### src/rtl/csi_rx_byte_align.sv
// Per-lane HS byte aligner: hunts for the SoT sync byte at any of 8 bit offsets in the
// raw deserialiser stream, then locks and emits aligned payload bytes until gap or end of packet.
module csi_rx_byte_align #(
  parameter logic [7:0]  SYNC_BYTE    = 8'hB8,
  parameter int unsigned GAP_MAX      = 4,
  parameter int unsigned HUNT_TIMEOUT = 16
) (
  input  logic       clk,
  input  logic       rst_n,
  input  logic       din_valid,
  input  logic [7:0] din,
  input  logic       pkt_done,
  output logic       dout_valid,
  output logic [7:0] dout,
  output logic       locked,
  output logic [2:0] offset,
  output logic       sync_found,
  output logic       sync_err,
  output logic       dbg_state
);

  // Valid-only streaming: din_valid and dout_valid are one-cycle qualifiers with no
  // backpressure; a byte is consumed on every rising edge where din_valid is high.

  localparam int unsigned GAP_W  = $clog2(GAP_MAX + 2);
  localparam int unsigned HUNT_W = $clog2(HUNT_TIMEOUT + 1);
  localparam logic [GAP_W-1:0]  GAP_LAST  = GAP_W'(GAP_MAX);
  localparam logic [HUNT_W-1:0] HUNT_LAST = HUNT_W'(HUNT_TIMEOUT - 1);

  typedef enum logic {
    ST_HUNT   = 1'b0,
    ST_LOCKED = 1'b1
  } state_t;

  state_t              state_q, state_d;
  logic [7:0]          prev_q, prev_d;
  logic [2:0]          offset_q, offset_d;
  logic [7:0]          dout_q, dout_d;
  logic                dout_valid_q, dout_valid_d;
  logic                sync_found_q, sync_found_d;
  logic                sync_err_q, sync_err_d;
  logic [GAP_W-1:0]    gap_q, gap_d;
  logic [HUNT_W-1:0]   hunt_q, hunt_d;

  logic [15:0]         win;
  logic [15:0]         win_shift;
  logic [7:0]          aligned;
  logic [7:0]          low_zero;
  logic [7:0]          cand_hit;
  logic                hit_any;
  logic [2:0]          hit_k;

  // low_zero[k] is the HS-zero precondition: every window bit below candidate k is 0.
  always_comb begin
    win         = {din, prev_q};
    low_zero    = '0;
    cand_hit    = '0;
    low_zero[0] = 1'b1;
    for (int k = 1; k < 8; k++) begin
      low_zero[k] = low_zero[k-1] & ~win[k-1];
    end
    for (int k = 0; k < 8; k++) begin
      cand_hit[k] = low_zero[k] && (win[k +: 8] == SYNC_BYTE);
    end
  end

  // Lowest matching offset wins, so scan from the top down.
  always_comb begin
    hit_any = |cand_hit;
    hit_k   = '0;
    for (int k = 7; k >= 0; k--) begin
      if (cand_hit[k]) begin
        hit_k = 3'(k);
      end
    end
  end

  assign win_shift = win >> offset_q;
  assign aligned   = win_shift[7:0];

  always_comb begin
    state_d      = state_q;
    prev_d       = prev_q;
    offset_d     = offset_q;
    dout_d       = dout_q;
    dout_valid_d = 1'b0;
    sync_found_d = 1'b0;
    sync_err_d   = 1'b0;
    gap_d        = gap_q;
    hunt_d       = hunt_q;

    if (din_valid) begin
      prev_d = din;
    end

    case (state_q)
      ST_HUNT: begin
        gap_d = '0;
        if (din_valid) begin
          if (hit_any) begin
            state_d      = ST_LOCKED;
            offset_d     = hit_k;
            sync_found_d = 1'b1;
            hunt_d       = '0;
          end else if (din != 8'h00) begin
            if (hunt_q == HUNT_LAST) begin
              sync_err_d = 1'b1;
              hunt_d     = '0;
            end else begin
              hunt_d = hunt_q + HUNT_W'(1);
            end
          end
        end
      end

      ST_LOCKED: begin
        // End of packet outranks both a same-cycle byte and the gap rule.
        if (pkt_done) begin
          state_d = ST_HUNT;
          prev_d  = 8'hFF;
          hunt_d  = '0;
          gap_d   = '0;
        end else if (din_valid) begin
          dout_d       = aligned;
          dout_valid_d = 1'b1;
          gap_d        = '0;
        end else if (gap_q == GAP_LAST) begin
          state_d = ST_HUNT;
          prev_d  = 8'hFF;
          hunt_d  = '0;
          gap_d   = '0;
        end else begin
          gap_d = gap_q + GAP_W'(1);
        end
      end

      default: begin
        state_d = ST_HUNT;
        prev_d  = 8'hFF;
        hunt_d  = '0;
        gap_d   = '0;
      end
    endcase
  end

  // prev resets to all-ones so reset can never leave zeros that fake the HS-zero precondition.
  always_ff @(posedge clk or negedge rst_n) begin
    if (!rst_n) begin
      state_q      <= ST_HUNT;
      prev_q       <= 8'hFF;
      offset_q     <= '0;
      dout_q       <= '0;
      dout_valid_q <= 1'b0;
      sync_found_q <= 1'b0;
      sync_err_q   <= 1'b0;
      gap_q        <= '0;
      hunt_q       <= '0;
    end else begin
      state_q      <= state_d;
      prev_q       <= prev_d;
      offset_q     <= offset_d;
      dout_q       <= dout_d;
      dout_valid_q <= dout_valid_d;
      sync_found_q <= sync_found_d;
      sync_err_q   <= sync_err_d;
      gap_q        <= gap_d;
      hunt_q       <= hunt_d;
    end
  end

  assign dout_valid = dout_valid_q;
  assign dout       = dout_q;
  assign locked     = (state_q == ST_LOCKED);
  assign offset     = offset_q;
  assign sync_found = sync_found_q;
  assign sync_err   = sync_err_q;
  assign dbg_state  = state_q;

endmodule

### config.mk
export PLATFORM = sky130hd
export DESIGN_NAME = csi_rx_byte_align
export DESIGN_NICKNAME = d
export VERILOG_FILES = /design/src/rtl/csi_rx_byte_align.sv
export SDC_FILE = /design/constraint.sdc
export NUM_CORES = 1
export LEC_CHECK = 0
export ABC_AREA = 0
export BUFFER_PORTS_ARGS = -buffer_cell sky130_fd_sc_hd__buf_2
export CAP_MARGIN = 20
export CORE_MARGIN = 2
export CORE_UTILIZATION = 30
export DETAILED_ROUTE_END_ITERATION = 10
export GPL_TIMING_DRIVEN = 1
export RECOVER_POWER = 25
export SLEW_MARGIN = 30
export SYNTH_ARGS = -nofsm -noshare
export SYNTH_HDL_FRONTEND = slang
export SYNTH_SLANG_ARGS = --single-unit
### constraint.sdc
create_clock -name clk -period 1.9 [get_ports clk]
set_input_delay 0.285 -clock clk [delete_from_list [all_inputs] [get_ports clk]]
set_output_delay 0.285 -clock clk [all_outputs]
set_load 0.005 [all_outputs]
== Word-level counts from Yosys, hierarchy flattened ==
Index checks and enable logic that the tools add are counted.

* Input port bits: 12
* Bits in registers: 31
* Output and inout port bits: 16
* Memories: 0
* Bits in writable memories: 0
* Bits in read-only memories: 0
* Latch bits: 0
* Logic and storage cells: 93

* Order comparisons: 0
* Shifts and indexed selects: 1
* Multiply operators: 0
* Muxes and demuxes: 40
* Bitwise gates (word level): 15
* Equality and inequality tests: 14
* Add/sub/neg operators: 2
* Div/mod/pow operators: 0
* Reductions and logical operators: 12

{| class="wikitable"
|+ Operator list
! operator !! count
|-
| 8-bit == test, second input constant || 8
|-
| 8-bit 2-to-1 mux || 5
|-
| 5-bit 2-to-1 mux || 7
|-
| 3-bit 2-to-1 mux || 11
|-
| 16-bit by 3-bit >> shifter with 8-bit output || 1
|-
| 1-bit 2-to-1 mux || 14
|-
| 5-bit case mux with 2 select lines || 1
|-
| 1-bit inverter || 9
|-
| 8-bit nonzero test || 1
|-
| 8-bit OR reduction || 1
|-
| 1-bit logical AND || 7
|-
| 1-bit AND || 6
|-
| 3-bit inequality test, second input constant || 2
|-
| 3-bit case mux with 2 select lines || 1
|-
| 3-bit AND reduction || 2
|-
| 5-bit by 1-bit adder with 5-bit output, second input constant || 1
|-
| 5-bit by 4-bit == test with 1-bit output, second input constant || 1
|-
| 4-bit AND reduction || 1
|-
| 3-bit by 1-bit adder with 3-bit output, second input constant || 1
|-
| 3-bit == test, second input constant || 1
|-
| 3-bit by 2-bit inequality test with 1-bit output, second input constant || 1
|-
| 2-bit inequality test, second input constant || 1
|-
| 1-bit case mux with 2 select lines || 1
|}

== Logic depth before layout (Yosys ltp) ==
Gate-level depths: netlist (run 1).

* Depth after elaboration: 16
* Gate-level depth with buffers: 7
* Mapped depth without buffers: 7

== Worst setup path after synthesis (run 1) ==
OpenSTA, ideal clock, no wires.

* Path type: flip-flop to flip-flop
* Start: register prev_q[7]
* End: register offset_q[0], in the netlist offset[0]
* Library setup time: 0.125 ns
* Period minus slack after synthesis: 1.832 ns
* Buffers on the path: 1
* Required time: 1.775 ns
* Slack: 0.068 ns
* Stages on the path, launching flop included: 7
* Arrival time: 1.707 ns
* Path through: dfstp_2 buf_2 or2b_1 nor4_2 o31a_4 o21ai_4 mux2_4

* Cells in the longest elaborated chain, start to end: 10
* Elaborated cells between the ends (all ways): 25
* Classes of those cells: eq/ne: 8; mux: 8; reduce/logical: 9

{| class="wikitable"
|+ Ends and longest elaborated chain
! item !! RTL line !! source
|-
| start: declaration || 36 || <nowiki>logic [7:0] prev_q, prev_d;</nowiki>
|-
| start signal: assignment || 160 || <nowiki>prev_q <= prev_d;</nowiki>
|-
| 8-bit == test || 63 || <nowiki>cand_hit[k] = low_zero[k] && (win[k +: 8] == SYNC_BYTE);</nowiki>
|-
| 1-bit logical AND || 63 ||
|-
| 3-bit 2-to-1 mux (8 in series) || 72 || <nowiki>if (cand_hit[k]) begin</nowiki>
|-
| end signal: assignment || 161 || <nowiki>offset_q <= offset_d;</nowiki>
|-
| end: declaration || 37 || <nowiki>logic [2:0] offset_q, offset_d;</nowiki>
|}

Several ways; a longest one is shown, not always the timed one.
A chain may end at the register's enable or synchronous reset.

== Worst setup path in the final report (run 1) ==
* Start: register prev_q[6]
* End: register hunt_q[2]

* Cells in the longest elaborated chain, start to end: 7
* Elaborated cells between the ends (all ways): 22
* Classes of those cells: eq/ne: 8; mux: 3; bitwise: 2; reduce/logical: 9

{| class="wikitable"
|+ Ends and longest elaborated chain
! item !! RTL line !! source
|-
| parallel branches: the longest is 3 deep, another holds 8-bit == test || n/a ||
|-
| 8-bit OR reduction (*) || 69 || <nowiki>hit_any = |cand_hit;</nowiki>
|-
| 5-bit 2-to-1 mux || 100 || <nowiki>if (hit_any) begin</nowiki>
|-
| 5-bit 2-to-1 mux || 99 || <nowiki>if (din_valid) begin</nowiki>
|-
| 5-bit case mux with 2 select lines || 96 || <nowiki>case (state_q)</nowiki>
|-
| end signal: assignment || 167 || <nowiki>hunt_q <= hunt_d;</nowiki>
|-
| end: declaration || 43 || <nowiki>logic [HUNT_W-1:0] hunt_q, hunt_d;</nowiki>
|}

Every way passes the cells marked *. The select of a mux whose other input is x is not followed.

==> impl_metrics.csv, run 1 <==
group,metric,value,unit
timing,setup_tns,0,ns
detailed_routing,drt_iter0_markers,122,
setup_path,cp.arrival,2.09,ns
global_routing,overflow,0,
placed_design,io_buffers,27,
synthesis,synthArstFlopShare,100,%
synthesis,synth_top_family_by_area,"multiplexers",
timing,finalSetupViolCount,0,
final_layout,nets,229,
final_layout,drive_gt1_share,35.3,%
setup_path,worst-path-buf-inv,0,
synthesis,postSynthAreaPerCell,11.2,sq um
timing,fin_crit,1.86,ns
synthesis,synth-edff-count,0,
global_routing,antenna_found_initial,0,
global_routing,grt_max_degree,32,
timing,slew_headroom,-11.4,%
setup_path,critical_path_required,2.13,ns
detailed_routing,wl_per_cell,15.6,um
power_and_ir_drop,pwr_density_cell,734,nW/um^2
detailed_routing,drt-total-wl,4540,um
synthesis,ys_ff_latch,31,
synthesis,synthMuxAreaShare,21.3,%
clocking,cts_tree,"yes",
clocking,cts.clk_slew.worst_paths,0.07,ns
timing,maxSlewViolCount,32,
timing,grt_setup_unrepaired,"true",
global_routing,grt_pass1_wl,7220,um
global_routing,grt_pass1_vias,1473,
clocking,clock_sinks,31,
synthesis,yosys.area_share.simple,18.8,%
power_and_ir_drop,leakage,0.00101,uW
synthesis,syn_area,2020,sq um
synthesis,synthTopCellsByCount,"23 x dfrtp_1, 22 x mux2i_1, 22 x nand2_1",
clocking,clock-root-buffer,"clkbuf_8",
synthesis,synth_compound_area_share,14.4,%
floorplan,dieHeight,86.1,um
power_and_ir_drop,vdd_ir_drop_max,251,uV
setup_path,slowest_stage,"dfstp_2",
timing,fin_hold_ws,0.192,ns
clocking,holdBufCountCts,0,
floorplan,die_w,86.1,um
floorplan,die_area,7410,sq um
setup_path,reg2reg_slack,0.04,ns
setup_path,critPathKind,"reg2reg",
detailed_routing,drc,0,
detailed_routing,first_pass_iters,4,
detailed_routing,vias,1528,
timing,period_share,97.9,%
final_layout,layout.cells.non_filler,292,
clocking,cts_buffers,5,
synthesis,synth_nets,196,
detailed_routing,viasPerCell,5.23,
timing,finClkSkew,0.00592,ns
clocking,clk_latency,0.29,ns
setup_path,max_stage_delay,0.57,ns
final_layout,syn2layout_area_growth,17.6,%
synthesis,yosysMostFrequentCell,"dfrtp_1",
final_layout,post-route-util,37.0,%
job,maxCapViolCount,1,
timing,worst_slew_pin_slew,1.67,ns
synthesis,synth_fa_ha_area_share,1.86,%
run_status,status,"finished with violations",
floorplan,start_util,31.5,%
setup_path,critical_path_peak_fanout,10,
floorplan,row_count,29,
clocking,cts_max_path_buffers,2,
run_status,violations,"max-capacitance violations, max-slew violations",
global_routing,grtUsageTotal,12.8,%
clocking,ctsHtreeMaxLevel,2,
synthesis,yosysTopAreaCellShare,28.5,%
placed_design,post-place-cells,282,
synthesis,synth_cell_types,52,
detailed_routing,ant_nets,0,
synthesis,synthXorXnorAreaFrac,0,%
timing,max_freq,538,MHz
synthesis,synth_top_cell_by_area,"dfrtp_1",
synthesis,ys_warn_count,0,
setup_path,cp-start-kind,"flop",
floorplan,num_io_pins,28,
worst_hold_path,hold_class,"in2reg",
floorplan,coreArea,6420,sq um
placed_design,gp_congestion,0.819,
synthesis,synth_cells,181,
placed_design,hpwl,3250,um
synthesis,synthTopCellsByArea,"dfrtp_1 28%, mux2i_1 11%, dfstp_2 10%",
timing,final-hold-violation-count,0,
final_layout,fill_cells,642,
setup_path,crit_family,"compound AO/OA/AOI/OAI gates",
synthesis,yosysSeqAreaShare,38.9,%
final_layout,antenna_cells,0,
setup_path,end_kind,"flop",
setup_path,crit_chain,"and4b_1 -> o211ai_1 -> o2bb2ai_4 -> a2111oi_0 -> o22a_1",
synthesis,synthFlopType,"dfrtp_1",
## where the power goes
group          internal [uW]  switching (uW)  leakage (uW)
Combinational            196             174      0.000579
Sequential               759            89.1      0.000391
Clock                    255             272     0.0000402
## area by class of cell
class | count | area, sq um | area share, %
clock buffer | 5 | 68.8 | 2.89
clock inverter | 3 | 20.0 | 0.842
inverter | 9 | 33.8 | 1.42
multi-input combinational | 130 | 1150 | 48.4
sequential | 31 | 787 | 33.1
tap | 77 | 96.3 | 4.05
timing repair buffer | 37 | 221 | 9.31
## metrics by stage
stage / setup slack [ns] / cell area, sq um / power, uW
after floorplan: 0.0684 / 2020 / 1090
after global placement: 0.0587 / 2270 / 1230
after detailed placement: 0.0449 / 2270 / 1230
after CTS: 0.0379 / 2360 / 1760
after global routing: -0.0375 / 2380 / 1860
final: 0.0408 / 2380 / 1740
## registers in the layout (all words and copies together) (netlist names)
name	cells
dbg_state	1
dout	8
dout_valid	1
gap_q	3
hunt_q	5
offset	3
prev_q	8
sync_err	1
sync_found	1
## final timing paths
| path | cells past startpoint | end | startpoint |
|---|---|---|---|
| setup reg to reg | 5 | hunt_q[2]$_DFFE_PN0P_ | prev_q[6]$_DFF_PN1_ |
| setup / recovery | 5 | hunt_q[2]$_DFFE_PN0P_ | prev_q[6]$_DFF_PN1_ |
| hold reg to reg | 2 | dout[1]$_DFFE_PN0P_ | dout[1]$_DFFE_PN0P_ |
| max in group asynchronous | 1 | offset[0]$_DFFE_PN0P_ | rst_n |
| hold / removal | 2 | gap_q[2]$_DFF_PN0_ | din_valid |
| min in group asynchronous | 1 | gap_q[0]$_DFF_PN0_ | rst_n |
## metal layers
| metal | GRT usage [%] | up-vias | share of wire [%] | routed length, um |
|---|---|---|---|---|
| met5 | 0 | - | 0 | 0 |
| met4 | 5.77 | 0 | 0.88 | 40 |
| met3 | 3.75 | 4 | 2.7 | 121 |
| met2 | 21.3 | 21 | 50 | 2280 |
| met1 | 15.3 | 757 | 46 | 2100 |
| li1 | - | 746 | - | - |
## timing repair
action,CTS,global route
endpoints found under the hold margin,0,0
setup endpoints to repair,0,14
gates resized for setup,0,2
setup buffers,0,1
## worst register-to-register path, stage by stage (launching register included)
cell	delay (ns)
dfstp_2	0.57
and4b_1	0.20
o211ai_1	0.27
o2bb2ai_4	0.15
a2111oi_0	0.43
o22a_1	0.18
## logic make-up (layout without fill, tap and decap cells)
group	Yosys count	in the layout
and+or+nand+nor	59	59
AOI/OAI and AO/OA	35	36
muxes	32	32
DFF	31	31
buffers and inverters	21	54
adders and majority gates	3	3
## layout by cell type, fill, tap and decap left out, types with 2 or more instances in the layout
| master | Yosys | final |
|---|---|---|
| nor2_1 | 4 | 3 |
| inv_1 | 9 | 9 |
| dfrtp_1 | 23 | 22 |
| nor3_1 | 3 | 3 |
| ha_1 | 3 | 3 |
| nor4_1 | 5 | 5 |
| o31ai_1 | 2 | 2 |
| dfstp_2 | 8 | 8 |
| o22ai_1 | 2 | 2 |
| nand2_1 | 22 | 22 |
| nand3_1 | 2 | 2 |
| or2b_1 | 2 | 2 |
| mux4_2 | 8 | 8 |
| a2111oi_0 | 3 | 3 |
| nand2b_1 | 2 | 2 |
| mux2i_1 | 22 | 22 |
| a22o_1 | 2 | 2 |
| o21ai_0 | 12 | 12 |
| nor2b_1 | 2 | 2 |
| o22a_1 | 2 | 2 |
| clkinvlp_4 | 0 | 2 |
| buf_2 | 3 | 26 |
| mux2_4 | 2 | 2 |
| nand4b_1 | 2 | 2 |
| clkbuf_8 | 0 | 5 |
| a21oi_1 | 3 | 3 |
| buf_4 | 2 | 9 |
Power figures use the tool's default switching activity.
==> run 2: changes to the inputs <==
- RECOVER_POWER: 25 -> 100
==> run 2 against run 1 <==
Highest routed layer unchanged. Critical path depth unchanged. Clock skew about the same. Final cell count unchanged. Register-to-register slack about the same. Sequential share of layout area increased by 0.12 points. Clock power about the same. First-iteration DRC count unchanged. Wire length increased by 0.24%. Global-route usage unchanged. The run still ends with max-capacitance violations, max-slew violations left. Critical path type unchanged. Largest power group unchanged.
==> impl_metrics.csv, run 2 (synthesis gave the netlist of run 1 again) <==
group,metric,value,unit
setup_path,max_stage_delay,0.57,ns
setup_path,slowest_stage,"dfstp_2",
timing,maxSlewViolCount,32,
setup_path,critical_path_peak_fanout,10,
final_layout,layout.cells.non_filler,292,
placed_design,io_buffers,27,
timing,fin_ws,0.0404,ns
setup_path,critPathKind,"reg2reg",
clocking,clock_sinks,31,
timing,slew_headroom,-11.3,%
placed_design,dp_slack,0.0449,ns
setup_path,crit_chain,"and4b_1 -> o211ai_1 -> o2bb2ai_4 -> a2111oi_0 -> o22a_1",
timing,finClkSkew,0.00604,ns
detailed_routing,drt_iter0_markers,122,
global_routing,grtUsageTotal,12.8,%
detailed_routing,drc,0,
power_and_ir_drop,pwr_density_cell,736,nW/um^2
timing,max_freq,538,MHz
timing,finalSetupViolCount,0,
detailed_routing,ant_nets,0,
power_and_ir_drop,leakage,0.000990,uW
run_status,status,"finished with violations",
detailed_routing,viasPerCell,5.25,
floorplan,coreArea,6420,sq um
final_layout,post-route-util,36.9,%
worst_hold_path,whs_path_depth,2,
clocking,cts_max_path_buffers,2,
floorplan,die_area,7410,sq um
floorplan,dieHeight,86.1,um
clocking,clock-root-buffer,"clkbuf_8",
timing,period_share,97.9,%
job,maxCapViolCount,1,
global_routing,overflow,0,
detailed_routing,wl_per_cell,15.6,um
final_layout,layout_common_cells,"22 x mux2i_1, 22 x nand2_1, 22 x dfrtp_1, 22 x buf_2, 13 x o21ai_0",
detailed_routing,first_pass_iters,4,
clocking,cts_buffers,5,
clocking,ctsHtreeMaxLevel,2,
detailed_routing,vias,1534,
power_and_ir_drop,vdd_ir_drop_max,251,uV
setup_path,critical_path_required,2.13,ns
worst_hold_path,hold_class,"in2reg",
detailed_routing,drt-total-wl,4550,um
timing,fin_crit,1.86,ns
floorplan,die_w,86.1,um
timing,final-hold-violation-count,0,
setup_path,cp-start-kind,"flop",
global_routing,grt_pass1_wl,7220,um
floorplan,row_count,29,
timing,grt_setup_unrepaired,"true",
clocking,cts_tree,"yes",
final_layout,syn2layout_area_growth,17.2,%
global_routing,grt_max_degree,32,
global_routing,grt_pass1_vias,1473,
setup_path,r2r_cells,5,
clocking,cts.clk_slew.worst_paths,0.07,ns
placed_design,post-place-cells,282,
final_layout,nets,229,
setup_path,cp.arrival,2.09,ns
run_status,violations,"max-capacitance violations, max-slew violations",
floorplan,num_io_pins,28,
setup_path,end_kind,"flop",
placed_design,hpwl,3250,um
clocking,clk_latency,0.29,ns
final_layout,antenna_cells,0,
final_layout,drive_gt1_share,32.6,%
global_routing,antenna_found_initial,0,
placed_design,gp_congestion,0.819,
floorplan,start_util,31.5,%
timing,worst_slew_pin_slew,1.67,ns
==> run 2: power by group <==
| group | switching [uW] | internal (uW) |
|---|---|---|
| registers | 89.6 | 759 |
| logic | 174 | 194 |
| clock network | 273 | 255 |
| total | 536 | 1210 |
==> run 2: worst max-delay path, delay by kind of cell, from the launching register on <==
kind / cells / cell delay, ns
AND/OR/NAND/NOR: 1 / 0.20
flip-flops: 1 / 0.57
AO/OA/AOI/OAI: 4 / 1.03
==> run 2: worst paths after layout <==
check,start,end,slack (ns)
max in group asynchronous,rst_n,offset[0]$_DFFE_PN0P_,0.40
max reg2reg,prev_q[6]$_DFF_PN1_,hunt_q[2]$_DFFE_PN0P_,0.04
min,din_valid,gap_q[2]$_DFF_PN0_,0.19
min in group asynchronous,rst_n,gap_q[0]$_DFF_PN0_,0.42
min reg2reg,dout[5]$_DFFE_PN0P_,dout[5]$_DFFE_PN0P_,0.48
max,prev_q[6]$_DFF_PN1_,hunt_q[2]$_DFFE_PN0P_,0.04
==> run 2: through the flow <==
stage	setup TNS [ns]	total power, uW	hold slack, ns	cell area (sq um)
2_1_floorplan	0	1090	-0.0106	2020
3_3_place_gp	0	1230	0.367	2270
3_5_place_dp	0	1230	0.378	2270
4_1_cts	0	1760	0.0645	2360
5_1_grt	-0.0999	1860	0.202	2370
6_report	0	1740	0.193	2370
==> run 2: what timing repair did <==
action                                  in CTS  in global routing
resized for setup                            0                  2
buffers inserted                             0                  1
hold buffers                                 0                  0
endpoints found under the setup margin       0                 14
==> run 2: area by class of cell <==
| class | count | area [sq um] |
|---|---|---|
| multi-input cells | 130 | 1150 |
| inverters | 9 | 33.8 |
| clock inverters | 3 | 20.0 |
| clock buffers | 5 | 68.8 |
| flip-flops and latches | 31 | 787 |
| well taps | 77 | 96.3 |
| fillers | 648 | 4050 |
| repair buffers | 37 | 213 |
==> run 2: routing by layer <==
layer / track usage [%] / vias up / part of all wire [%]
li1: - / 747 / -
met1: 15.3 / 760 / 46
met2: 21.3 / 23 / 50
met3: 3.75 / 4 / 2.8
met4: 5.77 / 0 / 0.88
met5: 0 / - / 0
